**src/rtl/pipeline_hazard_ctrl.sv**
```systemverilog
// rtl/pipeline_hazard_ctrl.sv - stall/flush sequencer for the 5-stage pipeline registers
// Optional performance counters are enabled by defining HAZARD_PERF_CNT_EN.
module pipeline_hazard_ctrl #(
    parameter int LOAD_LAT    = 1,
    parameter int MEM_TIMEOUT = 255
) (
    input  logic        clock,
    input  logic        reset,
    input  logic [4:0]  id_rs1,
    input  logic [4:0]  id_rs2,
    input  logic        id_uses_rs1,
    input  logic        id_uses_rs2,
    input  logic        ex_mem_read,
    input  logic [4:0]  ex_rd,
    input  logic        ex_branch_taken,
    input  logic        mem_req,
    input  logic        mem_ready,
    output logic        pc_enable,
    output logic        if_id_enable,
    output logic        if_id_flush,
    output logic        id_ex_enable,
    output logic        id_ex_flush,
    output logic        ex_mem_enable,
    output logic        mem_wb_enable,
    output logic        mem_timeout,
    output logic [1:0]  ctrl_state
`ifdef HAZARD_PERF_CNT_EN
    ,
    output logic [31:0] stall_cycles,
    output logic [31:0] bubble_count,
    output logic [31:0] flush_count
`endif
);

    typedef enum logic [1:0] {
        RUN      = 2'd0,
        LU_STALL = 2'd1,
        MEM_WAIT = 2'd2,
        ILLEGAL  = 2'd3
    } state_t;

    localparam logic [2:0]  LU_INIT  = 3'(LOAD_LAT - 1);
    localparam logic [15:0] WAIT_MAX = 16'(MEM_TIMEOUT);

    state_t      state, next_state;
    state_t      resume_state, next_resume;
    state_t      eff_state;
    logic [2:0]  lu_cnt, lu_next;
    logic [15:0] wait_cnt, wait_next;
    logic        hazard, mem_stall;
    logic        branch_fire, bubble_fire;

    assign hazard = ex_mem_read && (ex_rd != 5'd0) &&
                    ((id_uses_rs1 && (id_rs1 == ex_rd)) ||
                     (id_uses_rs2 && (id_rs2 == ex_rd)));
    assign mem_stall = mem_req && !mem_ready;
    assign ctrl_state = state;

    // Leaving MEM_WAIT behaves as the interrupted state in the same cycle, so no extra latency.
    assign eff_state = (state == MEM_WAIT) ? resume_state : state;

    always_comb begin
        pc_enable     = 1'b1;
        if_id_enable  = 1'b1;
        if_id_flush   = 1'b0;
        id_ex_enable  = 1'b1;
        id_ex_flush   = 1'b0;
        ex_mem_enable = 1'b1;
        mem_wb_enable = 1'b1;
        next_state    = state;
        next_resume   = resume_state;
        lu_next       = lu_cnt;
        branch_fire   = 1'b0;
        bubble_fire   = 1'b0;
        if (reset) begin
            next_state = RUN;
        end else if (mem_stall) begin
            pc_enable     = 1'b0;
            if_id_enable  = 1'b0;
            id_ex_enable  = 1'b0;
            ex_mem_enable = 1'b0;
            mem_wb_enable = 1'b0;
            next_state    = MEM_WAIT;
            if (state != MEM_WAIT)
                next_resume = (state == ILLEGAL) ? RUN : state;
        end else begin
            next_state = RUN;
            case (eff_state)
                RUN: begin
                    if (ex_branch_taken) begin
                        if_id_flush = 1'b1;
                        id_ex_flush = 1'b1;
                        branch_fire = 1'b1;
                    end else if (hazard) begin
                        pc_enable    = 1'b0;
                        if_id_enable = 1'b0;
                        id_ex_flush  = 1'b1;
                        bubble_fire  = 1'b1;
                        if (LOAD_LAT > 1) begin
                            next_state = LU_STALL;
                            lu_next    = LU_INIT;
                        end
                    end
                end
                LU_STALL: begin
                    pc_enable    = 1'b0;
                    if_id_enable = 1'b0;
                    id_ex_flush  = 1'b1;
                    bubble_fire  = 1'b1;
                    if (lu_cnt <= 3'd1) begin
                        lu_next = 3'd0;
                    end else begin
                        next_state = LU_STALL;
                        lu_next    = lu_cnt - 3'd1;
                    end
                end
                default: next_state = RUN;
            endcase
        end
    end

    always_comb begin
        wait_next = 16'd0;
        if (mem_stall)
            wait_next = (wait_cnt == WAIT_MAX) ? wait_cnt : wait_cnt + 16'd1;
    end

    always_ff @(posedge clock) begin
        if (reset) begin
            state        <= RUN;
            resume_state <= RUN;
            lu_cnt       <= 3'd0;
            wait_cnt     <= 16'd0;
            mem_timeout  <= 1'b0;
        end else begin
            state        <= next_state;
            resume_state <= next_resume;
            lu_cnt       <= lu_next;
            wait_cnt     <= wait_next;
            if (mem_stall && (wait_next == WAIT_MAX))
                mem_timeout <= 1'b1;
        end
    end

`ifdef HAZARD_PERF_CNT_EN
    always_ff @(posedge clock) begin
        if (reset) begin
            stall_cycles <= 32'd0;
            bubble_count <= 32'd0;
            flush_count  <= 32'd0;
        end else begin
            if (!pc_enable)
                stall_cycles <= stall_cycles + 32'd1;
            if (bubble_fire)
                bubble_count <= bubble_count + 32'd1;
            if (branch_fire)
                flush_count <= flush_count + 32'd1;
        end
    end
`endif

endmodule

```
**config.mk**
```make
export PLATFORM = sky130hd
export DESIGN_NAME = pipeline_hazard_ctrl
export DESIGN_NICKNAME = d
export VERILOG_FILES = /design/src/rtl/pipeline_hazard_ctrl.sv
export SDC_FILE = /design/constraint.sdc
export NUM_CORES = 1
export LEC_CHECK = 0
export BUFFER_PORTS_ARGS = -buffer_cell sky130_fd_sc_hd__buf_4
export CAP_MARGIN = 20
export CORE_AREA = 2 2 82 84
export CTS_CLUSTER_SIZE = 40
export DETAILED_ROUTE_END_ITERATION = 10
export DIE_AREA = 0 0 84 86
export GPL_TIMING_DRIVEN = 0
export PLACE_DENSITY_LB_ADDON = 0.3
export SLEW_MARGIN = 25
export SYNTH_ARGS = -nofsm -noshare
export SYNTH_HDL_FRONTEND = slang
export SYNTH_SLANG_ARGS = --single-unit
export TNS_END_PERCENT = 10
```
**constraint.sdc**
```tcl
create_clock -name clock -period 2.3 [get_ports clock]
set_input_delay 0.345 -clock clock [delete_from_list [all_inputs] [get_ports clock]]
set_output_delay 0.345 -clock clock [all_outputs]
set_load 0.05 [all_outputs]
```
Yosys cells after proc, flatten, opt, wreduce, memory -nomap -nowiden
Cells that the tools add are included.

Flip-flop bits (word level): 24. Logic and storage cells: 56.

Add/sub/neg operators: 2. $lt $le $gt $ge: 1. Eq/ne operators: 8. Mux-type cells: 24. Bitwise logic cells: 2. Reduce and logical (&&, ||, !) cells: 13.

Operator list (number): equality test 16 x 8 -> 1 bit (second input constant) (2); 2-to-1 mux 16 bit (2); adder 16 x 1 -> 16 bit (second input constant) (1); 2-to-1 mux 1 bit (16); equality test 5 bit (2); logical AND 1 bit (6); 2-to-1 mux 2 bit (3); nonzero test 5 bit (1); equality test 2 bit (second input constant) (2); one-hot mux 1 bit (2 select lines) (2); AND reduction 2 bit (2); less-or-equal comparator 3 x 1 -> 1 bit (second input constant) (1); 2-to-1 mux 3 bit (1); OR reduction 3 bit (1); subtractor 3 x 1 -> 3 bit (second input constant) (1); equality test 2 x 1 -> 1 bit (second input constant) (1); logical NOT 2 bit (1); != test 2 bit (second input constant) (1); inverter 1 bit (2); logical NOT 1 bit (1); logical OR 1 bit (1).

Longest topological paths before layout
Gate-level depths: netlist of run 1.

Depth after elaboration: 9. Mapped depth: 7. Mapped depth without buffers: 7.

Least setup slack after synthesis of run 1
No wires, ideal clock.

Path kind: in2out. From: in reset. To: out id_ex_enable. Data arrival time: 1.894 ns. Data required time: 1.955 ns. Setup slack: 0.061 ns. Cell stages on the path: 5. Path buffers: 3. Cell sequence: clkbuf_1 nor2_1 inv_1 buf_1 buf_4.

Cells in the longest elaborated chain, start to end: 1.

RTL lines: start: declaration (RTL line 8) `input logic reset,`; 2-to-1 mux 1 bit; end: declaration (RTL line 21) `output logic id_ex_enable,`.

Every way passes these cells.

Final worst setup path of run 1
From: in ex_rd[0]. To: out pc_enable.

Cells in the longest elaborated chain, start to end: 9. Elaborated cells on any way between the ends: 13.

RTL lines: start: declaration (RTL line 14) `input logic [4:0] ex_rd,`; equality test 5 bit (on tied branches) (RTL line 54, 55); logical AND 1 bit (on tied branches) (RTL line 54, 55); logical OR 1 bit (RTL line 54) `((id_uses_rs1 && (id_rs1 == ex_rd)) ||`; logical AND 1 bit (*) (RTL line 53) `assign hazard = ex_mem_read && (ex_rd != 5'd0) &&`; 2-to-1 mux 1 bit (*) (RTL line 94) `end else if (hazard) begin`; 2-to-1 mux 1 bit (*) (RTL line 90) `if (ex_branch_taken) begin`; one-hot mux 1 bit (2 select lines) (*) (RTL line 88) `case (eff_state)`; 2-to-1 mux 1 bit (*) (RTL line 77) `end else if (mem_stall) begin`; 2-to-1 mux 1 bit (*) (RTL line 75) `if (reset) begin`; end: declaration (RTL line 18) `output logic pc_enable,`.

Mark *: on every way between the ends. The rest lies on a longest branch, timed or not.

==> results of run 1 <==
[worst paths after layout]
kind | start | endpoint
worst max register to register | wait_cnt[0] | mem_timeout
worst min register to register | resume_state[1] | resume_state[1]
worst max-delay path | ex_rd[0] | pc_enable
worst min-delay path | reset | lu_cnt[1]
[area by class of cell]
class,count,area [um2],area share [%]
multi-input cells,142,976,50.2
repair buffers,31,233,12.0
well taps,77,96.3,4.95
clock inverters,1,30.0,1.54
clock buffers,3,41.3,2.12
plain buffers,9,62.6,3.22
inverters,7,26.3,1.35
flip-flops and latches,24,480,24.7
[per-stage QoR]
| stage | setup WS [ns] | instances | hold WS (ns) | utilization, % |
|---|---|---|---|---|
| 6_report | 0.124 | 294 | 0.464 | 31.0 |
| 5_1_grt | -0.0300 | 294 | 0.495 | 31.0 |
| 4_1_cts | 0.0603 | 294 | 0.474 | 30.9 |
| 3_5_place_dp | -0.106 | 291 | 0.472 | 29.8 |
| 3_3_place_gp | -0.0891 | 291 | 0.465 | 29.8 |
| 2_1_floorplan | 0.0607 | 183 | 0.454 | - |
[cells by family (layout without fill, tap and decap cells)]
kind of cell	Yosys count	count (layout)	share of synthesized area, %
flip-flops	24	24	31.2
adder cells (fa/ha/maj)	4	4	3.09
AO/OA/AOI/OAI	33	33	13.3
AND/OR/NAND/NOR	80	80	32.1
XOR/XNOR	24	24	13.6
buffers and inverters	17	51	6.01
multiplexers	1	1	0.650
[state kept, by name, summed over array words and instances (netlist names)]
signal,cells
ctrl_state,2
wait_cnt,16
resume_state,2
lu_cnt,3
mem_timeout,1
[cells in the mapped netlist (3+ instances only)]
master,n,area (um2)
dfxtp_1,24,480
nor2_1,21,78.8
nand3_1,14,70.1
xor2_1,14,123
a21oi_1,13,65.1
nand2_1,10,37.5
xnor2_1,10,87.6
o21ai_0,9,45.0
inv_1,7,26.3
nor3_1,6,30.0
buf_4,5,37.5
ha_1,3,37.5
nand4_1,3,18.8
nor4_1,3,18.8
nor4_4,3,63.8
[layer usage]
layer | wire (um) | vias up
met4 | 58 | 0
li1 | - | 717
met3 | 40 | 4
met5 | 0 | -
met2 | 1620 | 10
met1 | 1610 | 606
[report_power, final]
part / total, mW / switching [mW] / internal [mW] / leakage [nW]
registers: 0.419 / 0.00248 / 0.417 / 0.194
clock network: 0.375 / 0.142 / 0.233 / 0.0357
logic: 0.103 / 0.0548 / 0.0486 / 0.492
[critical path, stage by stage]
cell      delay [ns]
buf_4           0.12
xor2_1          0.15
nor4_1          0.30
nand3_1         0.14
a21oi_2         0.19
nand3b_1        0.09
a21o_1          0.19
buf_4           0.13
buf_4           0.18
[timing repair]
| item | 4_1_cts | 5_1_grt |
|---|---|---|
| endpoints found under the hold margin | 0 | 0 |
| buffers inserted | 0 | 0 |
| endpoints found under the setup margin | 3 | 4 |
| resized for setup | 0 | 2 |
| hold buffers | 0 | 0 |
==> run summary, run 1 <==
Final ANT Viol Nets: 0
Hold Path Depth: 2
CP arrival: 1.83 ns
GR Util met3: 0.962%
Post-Layout Inst Area: 1950 um2
Min Tclk post-route: 2.18 ns
CTS tree: built
Met2 Usage GRT: 17.2%
All-Layer GR Usage: 9.97%
Busiest layer in global routing: met2
Antenna fix cells: 0
Final hold vios: 0
I/O pin count: 33
Placement Cell Area: 1870 um2
Routed wire length per instance: 11.3 um
Initial antenna violation count: 0
Avg Cell Area, Syn: 8.42 um2
Max Cap Viol: 0
Setup TNS Final: 0 ns
Fill cells: 687
Most frequent cells in the layout: buf_4 (36), dfxtp_1 (24), nor2_1 (21)
Sequential cell area fraction in the yosys report: 31.2%
Met1 Track Usage GR: 13.1%
RSZ-0062 raised after global routing: yes
Cells after Synth: 183
Vias in the first global route: 1,331
FF+latch count, synth: 24
Post-synth top flop: dfxtp_1
Setup Viol. Count Final: 0
Worst R2R Setup Slack: 0.27 ns
Pwr dens: 461 nW/um2
Synth unique cells: 46
Peak supply drop: 256 uV
Clock Pin Slew Worst Setup and Hold Paths: 0.09 ns
Drt pass-1 iters: 3
# H-tree levels: 1
LEAKAGE: 0.721 nW
Power, Total: 0.897 mW
Core area: 6280 um2
Initial Util: 24.5%
Initial DRC count: 69
Most common cell after layout, fill and taps aside: buf_4
Status: finished, final reports clean
Worst hold path class: in2reg
Die X: 84 um
Final nets: 244
Ys async rst share: 0%
Total gr overflow: 0
Final Skew: 0.0132 ns
Crit path launch type: input port
Detailed placer's ending HPWL: 2.67 mm
First-pass GRT wire length: 5.99 mm
Post-Syn Area: 1540 um2
Clk Tree Root Cell: clkbuf_8
CP Class: in2out
CP required: 1.96 ns
Clock Latency Late Sink: 0.27 ns
Final Cycle Share: 94.6%
Vias per cell: 4.55
CTS max path bufs: 2
Max Clk Rate: 460 MHz
Die ar.: 7220 um2
Routability cong.: 0.753
# clock sinks: 24
Residual DRC count: 0
Pins Over Slew Limit: 0
Rel. slew slack: 62.7%
FF-to-FF path depth: 7
Final wirelength: 3.33 mm
Largest net degree at the start of global routing: 17
Area delta synth->final: 26.3%
Rows: 29
Mapped Nets: 209
Inserted Clock Buffers: 3
EDFF count, synth: 0
Total number of vias: 1,337
Die Span Y: 86 um
Max FO, Critical Path: 3
Worst Setup End Kind: primary output
Buffers on Ports: 31
Share of layout cells above drive strength 1: 25.3%
Yosys warning total: 0
Least-Margin Pin Slew: 0.558 ns
Note: power is estimated with default switching activity, not from simulation.
==> run 2, diff against run 1 <==
Settings changed: BUFFER_PORTS_ARGS -buffer_cell sky130_fd_sc_hd__buf_4 to unset, DONT_BUFFER_PORTS set to 1.
==> run 2 against run 1 <==
  * Sequential share of layout area grew 3.5 points
  * Wire length shrank 5.2%
  * Setup slack gained 0.062 ns
  * Largest power group unchanged
  * Highest routed layer unchanged
==> run summary, run 2 (synthesis results as in run 1) <==
Rows: 29
Setup Viol. Count Final: 0
Largest regs: wait_cnt (16), lu_cnt (3)
P_sw: 0.179 mW
Part of the power in registers: 54.9%
# H-tree levels: 1
Largest register FFs: 16
All-Layer GR Usage: 8.75%
Final hold vios: 0
Max FO, Critical Path: 5
Least-Margin Pin Slew: 0.523 ns
Largest net degree at the start of global routing: 14
Total number of vias: 1,225
Final Cycle Share: 91.9%
Most frequent cells in the layout: dfxtp_1 (22), nor2_1 (21), xor2_1 (14), nand3_1 (14), a21oi_1 (13)
Core area: 6280 um2
Rel. slew slack: 65.1%
Clock Pin Slew Worst Setup and Hold Paths: 0.09 ns
Final nets: 214
# Post-CTS Setup Buffers: 0
Die Span Y: 86 um
Dpl ws: -0.0352 ns
Initial antenna violation count: 0
Final wirelength: 3.16 mm
Biggest register: wait_cnt
Initial DRC count: 82
RSZ-0062 raised after global routing: no
Status: finished, final reports clean
Clock power share: 37.0%
Crit path cell chain: o21ai_1 -> nand2_1 -> nor2_1 -> and3_1
Final Skew: 0.00448 ns
Max Cap Viol: 0
Detailed placer's ending HPWL: 2.52 mm
Power Internal: 0.590 mW
CP arrival: 1.77 ns
Antenna fix cells: 0
Die X: 84 um
CTS tree: built
Most common cell after layout, fill and taps aside: dfxtp_1
Drt pass-1 iters: 4
Crit path launch type: flop
CP required: 1.96 ns
Clock Latency Late Sink: 0.26 ns
CTS max path bufs: 2
Hold buffer count at CTS: 0
CP Class: reg2out
LEAKAGE: 0.571 nW
Residual DRC count: 0
Min Tclk post-route: 2.11 ns
Vias in the first global route: 1,117
# clock sinks: 24
Initial Util: 24.5%
Pins Over Slew Limit: 0
First-pass GRT wire length: 5.22 mm
Max Clk Rate: 473 MHz
I/O pin count: 33
Vias per cell: 4.64
Worst R2R Setup Slack: 0.31 ns
Pwr dens: 450 nW/um2
Fill cells: 685
Setup TNS Final: 0 ns
Peak per-stage delay on the critical path: 0.49 ns
Resized Gates After CTS: 4
Worst Setup End Kind: primary output
Final ANT Viol Nets: 0
Inserted Clock Buffers: 3
Crit-path slowest cell: and3_1
Worst hold path class: in2reg
Die ar.: 7220 um2
Buffers on Ports: 0
Peak supply drop: 187 uV
Total gr overflow: 0
Switch share: 23.3%
Share of layout cells above drive strength 1: 15.0%
Area delta synth->final: 11.0%
Routed wire length per instance: 12.0 um
Power, Total: 0.769 mW
Clk Tree Root Cell: clkbuf_8
PnR worst setup slack: 0.186 ns
Logic gate share of total power: 8.2%
Routability cong.: 0.728
==> run 2: per-layer routing <==
metal	routed length, um	share of wire [%]	track usage [%]	vias up
li1	-	-	-	656
met3	39	1.2	0.962	2
met5	0	0	0	-
met4	46	1.5	3.52	0
met1	1570	50	12.2	556
met2	1500	47	13.8	11
==> run 2: path summary, 6_finish.rpt <==
kind / startpoint / to / depth (start not counted)
max: ctrl_state[0] / if_id_flush / 4
min: reset / lu_cnt[1] / 2
max reg2reg: wait_cnt[0] / mem_timeout / 7
min reg2reg: resume_state[1] / resume_state[1] / 1
==> run 2: layout make-up <==
type / count / area (um2) / share of cell area [%]
tap: 77 / 96.3 / 5.63
multi-input combinational: 142 / 980 / 57.3
inverter: 7 / 26.3 / 1.54
clock buffer: 4 / 55.1 / 3.22
sequential: 24 / 483 / 28.2
buffer: 10 / 70.1 / 4.10
==> run 2: critical path: cells and delay by family (launching register included) <==
| kind | cells | cell delay, ns |
|---|---|---|
| AOI/OAI and AO/OA | 1 | 0.33 |
| and+or+nand+nor | 3 | 0.75 |
| DFF | 1 | 0.42 |
==> run 2: power by group through the flow <==
stage,combinational (mW),sequential [mW],clock [mW]
2_1_floorplan,0.0531,0.431,0
3_3_place_gp,0.0604,0.432,0
3_5_place_dp,0.0611,0.432,0
4_1_cts,0.0618,0.422,0.296
5_1_grt,0.0683,0.423,0.314
6_report,0.0627,0.422,0.284
==> run 2: metrics by stage <==
stage / instances / area (um2) / util, % / hold WS [ns]
2_1_floorplan: 183 / 1540 / - / 0.454
3_3_place_gp: 260 / 1640 / 26.1 / 0.466
3_5_place_dp: 260 / 1640 / 26.1 / 0.472
4_1_cts: 264 / 1700 / 27.1 / 0.484
5_1_grt: 264 / 1710 / 27.2 / 0.497
6_report: 264 / 1710 / 27.2 / 0.480
==> run 3, diff against run 2 <==
==> constraint.sdc (replaced) <==
create_clock -name clock -period 2.3 [get_ports clock]
set_input_delay 0 -clock clock [delete_from_list [all_inputs] [get_ports clock]]
set_output_delay 0 -clock clock [all_outputs]
set_load 0.05 [all_outputs]
==> run 3 against run 2 <==
  * Core utilization is 0.16 points lower
  * Die area stayed put
  * Sequential cell count stayed put
  * Largest power group unchanged
  * Clock skew hardly changed
  * Largest cell class unchanged
  * Clock-buffer cell count stayed put
  * Register-to-register slack hardly changed
==> run summary, run 3 (synthesis results as in run 1) <==
Final Skew: 0.00424 ns
Rows: 29
Vias in the first global route: 1,117
Final wirelength: 3.13 mm
RSZ-0062 raised after global routing: no
Die ar.: 7220 um2
Buffers on Ports: 0
Initial Util: 24.5%
I/O pin count: 33
Hold Path Depth: 2
Initial DRC count: 94
Final ANT Viol Nets: 0
CP arrival: 2.01 ns
Worst R2R Setup Slack: 0.31 ns
Total gr overflow: 0
Pins Over Slew Limit: 0
Peak supply drop: 187 uV
Power, Total: 0.767 mW
Area delta synth->final: 10.4%
Routed wire length per instance: 11.9 um
Antenna fix cells: 0
Clk Tree Root Cell: clkbuf_8
First-pass GRT wire length: 5.22 mm
Detailed placer's ending HPWL: 2.52 mm
Hold endpoint: lu_cnt[1]
Residual DRC count: 0
Worst hold path class: in2reg
Most common cell after layout, fill and taps aside: dfxtp_1
FF-to-FF path depth: 7
Largest regs: wait_cnt (16), lu_cnt (3)
Pwr dens: 451 nW/um2
Final hold vios: 0
Worst R2R Start: wait_cnt[0]
Min Tclk post-route: 2.01 ns
LEAKAGE: 0.569 nW
Final Cycle Share: 87.4%
Worst hold start: reset
Share of layout cells above drive strength 1: 13.9%
Clock Latency Late Sink: 0.26 ns
Routability cong.: 0.728
CTS max path bufs: 2
Inserted Clock Buffers: 3
# clock sinks: 24
Clock Pin Slew Worst Setup and Hold Paths: 0.09 ns
Fin Hold WS: 0.136 ns
Hold buffer count at CTS: 0
Rel. slew slack: 65.0%
Worst Setup End Kind: primary output
Biggest register: wait_cnt
Crit path launch type: flop
Most frequent cells in the layout: dfxtp_1 (22), nor2_1 (21), xor2_1 (14), nand3_1 (14), a21oi_1 (13)
# H-tree levels: 1
Max Cap Viol: 0
Max FO, Critical Path: 6
Fill cells: 682
Drt pass-1 iters: 4
CP required: 2.30 ns
Setup Viol. Count Final: 0
Die Span Y: 86 um
Largest register FFs: 16
Max Clk Rate: 498 MHz
Die X: 84 um
Final nets: 214
Largest net degree at the start of global routing: 14
CTS tree: built
Least-Margin Pin Slew: 0.519 ns
All-Layer GR Usage: 8.75%
Status: finished, final reports clean
Fin util: 27.1%
CP Class: reg2out
Setup TNS Final: 0 ns
Placement Cell Area: 1640 um2
Vias per cell: 4.63
Core area: 6280 um2
Post-Layout Inst Area: 1700 um2
Total number of vias: 1,223
Initial antenna violation count: 0
Reg-to-reg endpoint: mem_timeout
## run 3: how the worst max path moves through the flow
stage                  start            to  cells past startpoint
3_5_place_dp     wait_cnt[0]   mem_timeout                      7
3_3_place_gp           reset  id_ex_enable                      5
5_1_grt          wait_cnt[0]   mem_timeout                      7
2_1_floorplan  ctrl_state[1]     pc_enable                      4
4_1_cts        ctrl_state[1]     pc_enable                      4
6_report       ctrl_state[1]     pc_enable                      4
## run 3: timing repair
item	CTS	global route
buffers inserted	0	0
resized for setup	0	3
setup endpoints to repair	0	2
## run 3: critical path, cell delays in order, from the launching register on
cell and delay, ns:
dfxtp_2 0.54, o21ai_0 0.29, a21oi_1 0.20, a21o_1 0.43
buf_4 0.29
## run 3: through the flow
stage                     cells  setup WS, ns
after floorplan             183         0.445
after global placement      260         0.209
after detailed placement    260         0.250
after CTS                   264       0.00342
after global routing        264        0.0406
final                       264         0.290
## run 3: final cells by class
| cell class | count | area [um2] | share of cell area, % |
|---|---|---|---|
| clock buffers | 4 | 55.1 | 3.24 |
| multi-input cells | 142 | 972 | 57.2 |
| inverters | 7 | 26.3 | 1.55 |
| well taps | 77 | 96.3 | 5.67 |
| plain buffers | 10 | 67.6 | 3.97 |
| flip-flops and latches | 24 | 483 | 28.4 |
## run 3: metal layers
metal | vias up | global-route usage (%) | routed length, um
li1 | 656 | - | -
met1 | 554 | 12.2 | 1580
met2 | 11 | 13.8 | 1470
met3 | 2 | 0.962 | 39
met4 | 0 | 3.52 | 46
met5 | - | 0 | 0
## run 3: power by group
group	internal [mW]	switching (mW)	total [mW]
registers	0.417	0.00502	0.422
clock network	0.153	0.132	0.285
logic	0.0194	0.0407	0.0602
